**src/rtl/cpu_pkg.sv**
```systemverilog
// Encodings and types shared by the PC sequencer and the control unit.
// PCSel values 101-111 are not given names and decode as sequential fetch.
package cpu_pkg;

    localparam logic [2:0] PC_SEQ  = 3'b000;
    localparam logic [2:0] PC_BR   = 3'b001;
    localparam logic [2:0] PC_J    = 3'b010;
    localparam logic [2:0] PC_JR   = 3'b011;
    localparam logic [2:0] PC_HALT = 3'b100;

    typedef enum logic {
        RUN    = 1'b0,
        HALTED = 1'b1
    } pc_state_e;

    function automatic logic [31:0] sign_ext16(input logic [15:0] v);
        return {{16{v[15]}}, v};
    endfunction

endpackage

```
**src/rtl/pc_unit_next_pc_mux.sv**
```systemverilog
// Combinational next-PC selection: sequential, branch, jump and register-indirect targets.
// All address arithmetic wraps modulo 2^32.
module next_pc_mux
    import cpu_pkg::*;
(
    input  logic [31:0] pc_i,
    input  logic [2:0]  pcsel_i,
    input  logic        bne_i,
    input  logic        zero_i,
    input  logic [15:0] imm16_i,
    input  logic [25:0] target26_i,
    input  logic [31:0] rs_data_i,
    output logic [31:0] pc_plus4_o,
    output logic [31:0] next_pc_o,
    output logic        taken_o,
    output logic        misaligned_o,
    output logic        is_halt_o
);

    logic [31:0] br_target;
    logic [31:0] j_target;

    assign pc_plus4_o   = pc_i + 32'd4;
    assign br_target    = pc_plus4_o + (sign_ext16(imm16_i) << 2);
    assign j_target     = {pc_plus4_o[31:28], target26_i, 2'b00};
    assign taken_o      = zero_i ^ bne_i;
    assign misaligned_o = (pcsel_i == PC_JR) && (rs_data_i[1:0] != 2'b00);
    assign is_halt_o    = (pcsel_i == PC_HALT);

    always_comb begin
        next_pc_o = pc_plus4_o;
        case (pcsel_i)
            PC_BR:   next_pc_o = taken_o ? br_target : pc_plus4_o;
            PC_J:    next_pc_o = j_target;
            PC_JR:   next_pc_o = rs_data_i;
            PC_HALT: next_pc_o = pc_i;
            default: next_pc_o = pc_plus4_o;
        endcase
    end

endmodule

```
**src/rtl/pc_unit.sv**
```systemverilog
// Program counter, retired-instruction counter and RUN/HALTED sequencing.
// state | meaning: RUN = fetching and retiring; HALTED = frozen until reset.
module pc_unit
    import cpu_pkg::*;
#(
    parameter logic [31:0] RESET_PC = 32'h0000_0000,
    parameter int          CNT_W    = 32
) (
    input  logic             CLK,
    input  logic             reset,
    input  logic [2:0]       PCSel,
    input  logic             bne,
    input  logic             zero,
    input  logic             stall,
    input  logic [15:0]      imm16,
    input  logic [25:0]      target26,
    input  logic [31:0]      rsData,
    output logic [31:0]      pc,
    output logic [31:0]      retAddr,
    output logic [CNT_W-1:0] retired,
    output logic             halted,
    output logic             fault
);

    pc_state_e        state_q;
    logic [31:0]      pc_q;
    logic [CNT_W-1:0] retired_q;
    logic [CNT_W-1:0] retired_d;
    logic             halted_q;
    logic             fault_q;

    logic [31:0] pc_plus4;
    logic [31:0] next_pc;
    logic        taken;
    logic        misaligned;
    logic        is_halt;

    next_pc_mux u_next_pc_mux (
        .pc_i         (pc_q),
        .pcsel_i      (PCSel),
        .bne_i        (bne),
        .zero_i       (zero),
        .imm16_i      (imm16),
        .target26_i   (target26),
        .rs_data_i    (rsData),
        .pc_plus4_o   (pc_plus4),
        .next_pc_o    (next_pc),
        .taken_o      (taken),
        .misaligned_o (misaligned),
        .is_halt_o    (is_halt)
    );

    // Saturating increment: the counter sticks at all-ones rather than wrapping.
    assign retired_d = (&retired_q) ? retired_q : retired_q + CNT_W'(1);

    always_ff @(posedge CLK) begin
        if (reset) begin
            state_q   <= RUN;
            pc_q      <= RESET_PC;
            retired_q <= '0;
            halted_q  <= 1'b0;
            fault_q   <= 1'b0;
        end else begin
            case (state_q)
                RUN: begin
                    if (!stall) begin
                        if (misaligned) begin
                            fault_q  <= 1'b1;
                            halted_q <= 1'b1;
                            state_q  <= HALTED;
                        end else if (is_halt) begin
                            retired_q <= retired_d;
                            halted_q  <= 1'b1;
                            state_q   <= HALTED;
                        end else begin
                            pc_q      <= next_pc;
                            retired_q <= retired_d;
                        end
                    end
                end
                HALTED: begin
                    state_q <= HALTED;
                end
                default: begin
                    state_q <= HALTED;
                end
            endcase
        end
    end

    assign pc      = pc_q;
    assign retAddr = pc_plus4;
    assign retired = retired_q;
    assign halted  = halted_q;
    assign fault   = fault_q;

    logic unused_taken;
    assign unused_taken = taken;

endmodule

```
**config.mk**
```make
export PLATFORM = sky130hd
export DESIGN_NAME = pc_unit
export DESIGN_NICKNAME = d
export VERILOG_FILES = /design/src/rtl/cpu_pkg.sv /design/src/rtl/pc_unit_next_pc_mux.sv /design/src/rtl/pc_unit.sv
export SDC_FILE = /design/constraint.sdc
export NUM_CORES = 1
export LEC_CHECK = 0
export ABC_AREA = 1
export CORE_AREA = 4 4 157 174
export CTS_CLUSTER_DIAMETER = 100
export DETAILED_ROUTE_END_ITERATION = 10
export DIE_AREA = 0 0 161 178
export DONT_BUFFER_PORTS = 1
export PLACE_DENSITY = 0.51
export SETUP_SLACK_MARGIN = 0.5
export SYNTH_ARGS = -nofsm -noshare
export SYNTH_HDL_FRONTEND = slang
export SYNTH_HIERARCHICAL = 1
export SYNTH_SLANG_ARGS = --single-unit
```
**constraint.sdc**
```tcl
create_clock -name CLK -period 3.5 [get_ports CLK]
set_input_delay 1.05 -clock CLK [delete_from_list [all_inputs] [get_ports CLK]]
set_output_delay 1.05 -clock CLK [all_outputs]
set_load 0.005 [all_outputs]
```
==> impl_metrics.py <==
metrics = {
    "power_and_ir_drop": {
        "irDropWorstVdd_mv": 0.182,
        "clock_power_share_pct": 31.4,
        "p_seq_share_pct": 28.6,
        "p_sw_mw": 1.25,
        "internal_power_mw": 1.84,
        "p_leak_nw": 4.45,
        "power_density_mw_per_mm2": 312,
        "p_sw_share_pct": 40.6,
        "p_comb_share_pct": 40.0,
    },
    "place": {
        "dp_hpwl_mm": 25.6,
        "port_buffers": 0,
        "pre_cts_ws_ns": 0.0695,
        "gp_congestion": 0.977,
    },
    "setup_path": {
        "worstPathRequired_ns": 2.45,
        "cp_num_buf_inv": 4,
        "cp.arrival_ns": 1.98,
        "path_delay_family": "simple AND/OR/NAND/NOR gates",
        "crit_slowest_cell": "dfxtp_4",
        "cp-start-kind": "register",
        "cp_max_fo": 4,
        "crit_chain": "inv_2, buf_4, nor3_4, inv_1, nor2_2, nand2_2, xnor2_4, buf_6",
        "crit_type": "register to primary output",
        "end_kind": "primary output",
        "max_stage_delay_ns": 0.38,
        "cp.depth": 8,
        "reg2regPathDepth": 16,
    },
    "logic_synthesis": {
        "syn_avg_cell_area_sq_um": 5.77,
        "async_reset_ff_share_pct": 0,
        "synthCells": 1309,
        "synthFlopType": "dfxtp_1",
        "syn_nets": 1429,
        "synth_area_sq_mm": 0.00755,
        "synth-seq-cells": 67,
        "ys_types": 49,
        "synth_top_area_cell": "dfxtp_1",
        "ys_warn_count": 6,
        "synth_compound_area_share_pct": 15.1,
        "synth_edf_count": 0,
        "yosys.area.top_type_share_pct": 17.8,
        "synth_simple_gate_area_share_pct": 44.7,
        "synth.area.top_cells": "dfxtp_1 18%, nand2_1 17%, nor2_1 10%",
        "synthAdderAreaFrac_pct": 6.39,
        "synth_top_family_by_area": "simple AND/OR/NAND/NOR gates",
        "ys_seq_area_share_pct": 17.8,
        "synthMuxAreaShare_pct": 0,
        "synth-xor-area-share_pct": 3.46,
    },
    "finish": {
        "final_common_cell": "nand2_1",
        "drive_gt1_share_pct": 29.2,
        "layout.nets": 1493,
        "ff_latch_area_sq_mm": 0.00139,
        "multi_input_comb_area_sq_mm": 0.00637,
        "layout_common_cells": "284 x nand2_1, 176 x nor2_1, 167 x inv_1",
        "final_util_pct": 39.1,
        "fillers": 2765,
        "area_growth_pct": 31.3,
        "num_antenna_cells": 0,
    },
    "timing": {
        "setup_violations": 0,
        "fin_skew_ns": 0.0123,
        "fin_crit_sh_pct": 86.4,
        "fin_ws_ns": 0.474,
        "tns_ns": 0,
        "rsz0062_at_grt": "yes",
        "slew_headroom_pct": 54.1,
        "period_needed_ns": 3.03,
        "slew_viol_final": 0,
        "hold_viol": 0,
        "worst_pin_slew_ns": 0.687,
        "timing.fmax_mhz": 331,
    },
    "floorplanning": {
        "die_w_um": 161,
        "start_util_pct": 29.8,
        "coreArea_sq_mm": 0.0253,
        "rows": 61,
        "dieArea_sq_mm": 0.0287,
        "die_h_um": 178,
        "ios": 180,
    },
    "cts": {
        "clk_pin_slew_ns": 0.07,
        "cts.sinks": 67,
        "cts.htree.levels": 3,
        "cts_buffers": 9,
        "cts_hold_buffers": 0,
        "clock_path_buffers": 2,
        "cts_tree": "done",
        "clock_latency_ns": 0.35,
        "cts-root-buf": "clkbuf_16",
    },
    "global_route": {
        "antenna_found_initial": 3,
        "grt_pass1_vias": 8386,
        "grt_use_total_pct": 22.1,
        "grt_pass1_wl_mm": 49.0,
        "grt_max_degree": 38,
        "grt_overflow": 0,
    },
    "routing": {
        "drc": 0,
        "wire_per_inst_um": 19.1,
        "num_vias": 8790,
        "drt_iter0_drc": 656,
        "drt_pass1_iterations": 6,
        "antenna_left": 0,
        "vias_per_cell": 5.10,
        "detail_route.wirelength_mm": 32.9,
    },
    "min_path": {
        "holdPathStages": 2,
        "hold_class": "register to register",
    },
    "run_status": {
        "status": "complete, no violations",
    },
    "run": {
        "drv_cap": 0,
    },
}
-- power groups by stage --
stage | clock network [mW] | logic, mW | registers, mW
2_1_floorplan | 0 | 0.642 | 0.880
3_3_place_gp | 0 | 0.971 | 0.889
3_5_place_dp | 0 | 0.971 | 0.889
4_1_cts | 0.994 | 1.04 | 0.880
5_1_grt | 1.02 | 1.34 | 0.891
6_report | 0.970 | 1.23 | 0.885
-- stage by stage --
stage / instance area (sq um) / hold WS [ns] / total power [mW] / std cells
3_5_place_dp: 8250 / 0.497 / 1.86 / 1683
2_1_floorplan: 7550 / 0.460 / 1.52 / 1309
5_1_grt: 9920 / 0.545 / 3.26 / 1724
3_3_place_gp: 8250 / 0.489 / 1.86 / 1683
6_report: 9920 / 0.505 / 3.09 / 1724
4_1_cts: 9000 / 0.511 / 2.91 / 1705
-- sequential cells by signal, summed over array words and instances, names as in the netlist --
register,flops
fault,1
halted,1
pc,32
retired,32
state_q,1
-- final timing paths --
check	from	endpoint	slack (ns)
worst min-delay path	halted	halted	0.51
worst min register to register	halted	halted	0.51
worst max-delay path	pc[7]	retAddr[20]	0.47
worst max register to register	pc[3]	pc[11]	0.52
-- routing by layer --
metal  vias up  wire length, um  global-route usage, %
met5         -               34                      0
met4         4              958                   7.29
met3        65             3010                   6.89
met2       341            16100                   38.5
met1      4066            12800                   25.8
li1       4314                -                      -
-- worst min-delay path, stage by stage, from the launching register on --
cell and delay (ns):
dfxtp_1 0.35, a21oi_1 0.05, nor2_1 0.07
-- repair_timing --
item	CTS	global route
endpoints found under the setup margin	36	36
pin swaps	14	66
gates resized for setup	109	184
setup buffers	6	19
-- cell usage after synthesis (7+ instances only) --
master,number
ha_1,37
a221oi_1,14
o21bai_1,8
inv_2,9
a21oi_1,60
nor3_1,15
nor2_4,7
nor2_2,23
nand2_1,345
xor2_1,21
nand2_2,12
nand4_1,18
clkbuf_1,10
dfxtp_1,67
nor2_1,211
o21ai_0,66
xnor2_1,7
nand3_2,10
nand3_1,101
inv_1,184
buf_2,8
-- cell families after synthesis --
kind of cell | Yosys count
AO/OA/AOI/OAI | 183
flip-flops | 67
AND/OR/NAND/NOR | 762
XOR/XNOR | 29
buffers and inverters | 230
adder cells (fa/ha/maj) | 38
-- final cells by class --
cell class                      count  share of cell area [%]
Sequential cell                    67                    14.0
Tap cell                          346                    4.37
Timing Repair Buffer               85                    6.83
Clock inverter                      6                   0.656
Inverter                          198                    7.58
Multi-Input combinational cell   1012                    64.3
Clock buffer                       10                    2.31
Power figures use the tool's default switching activity.
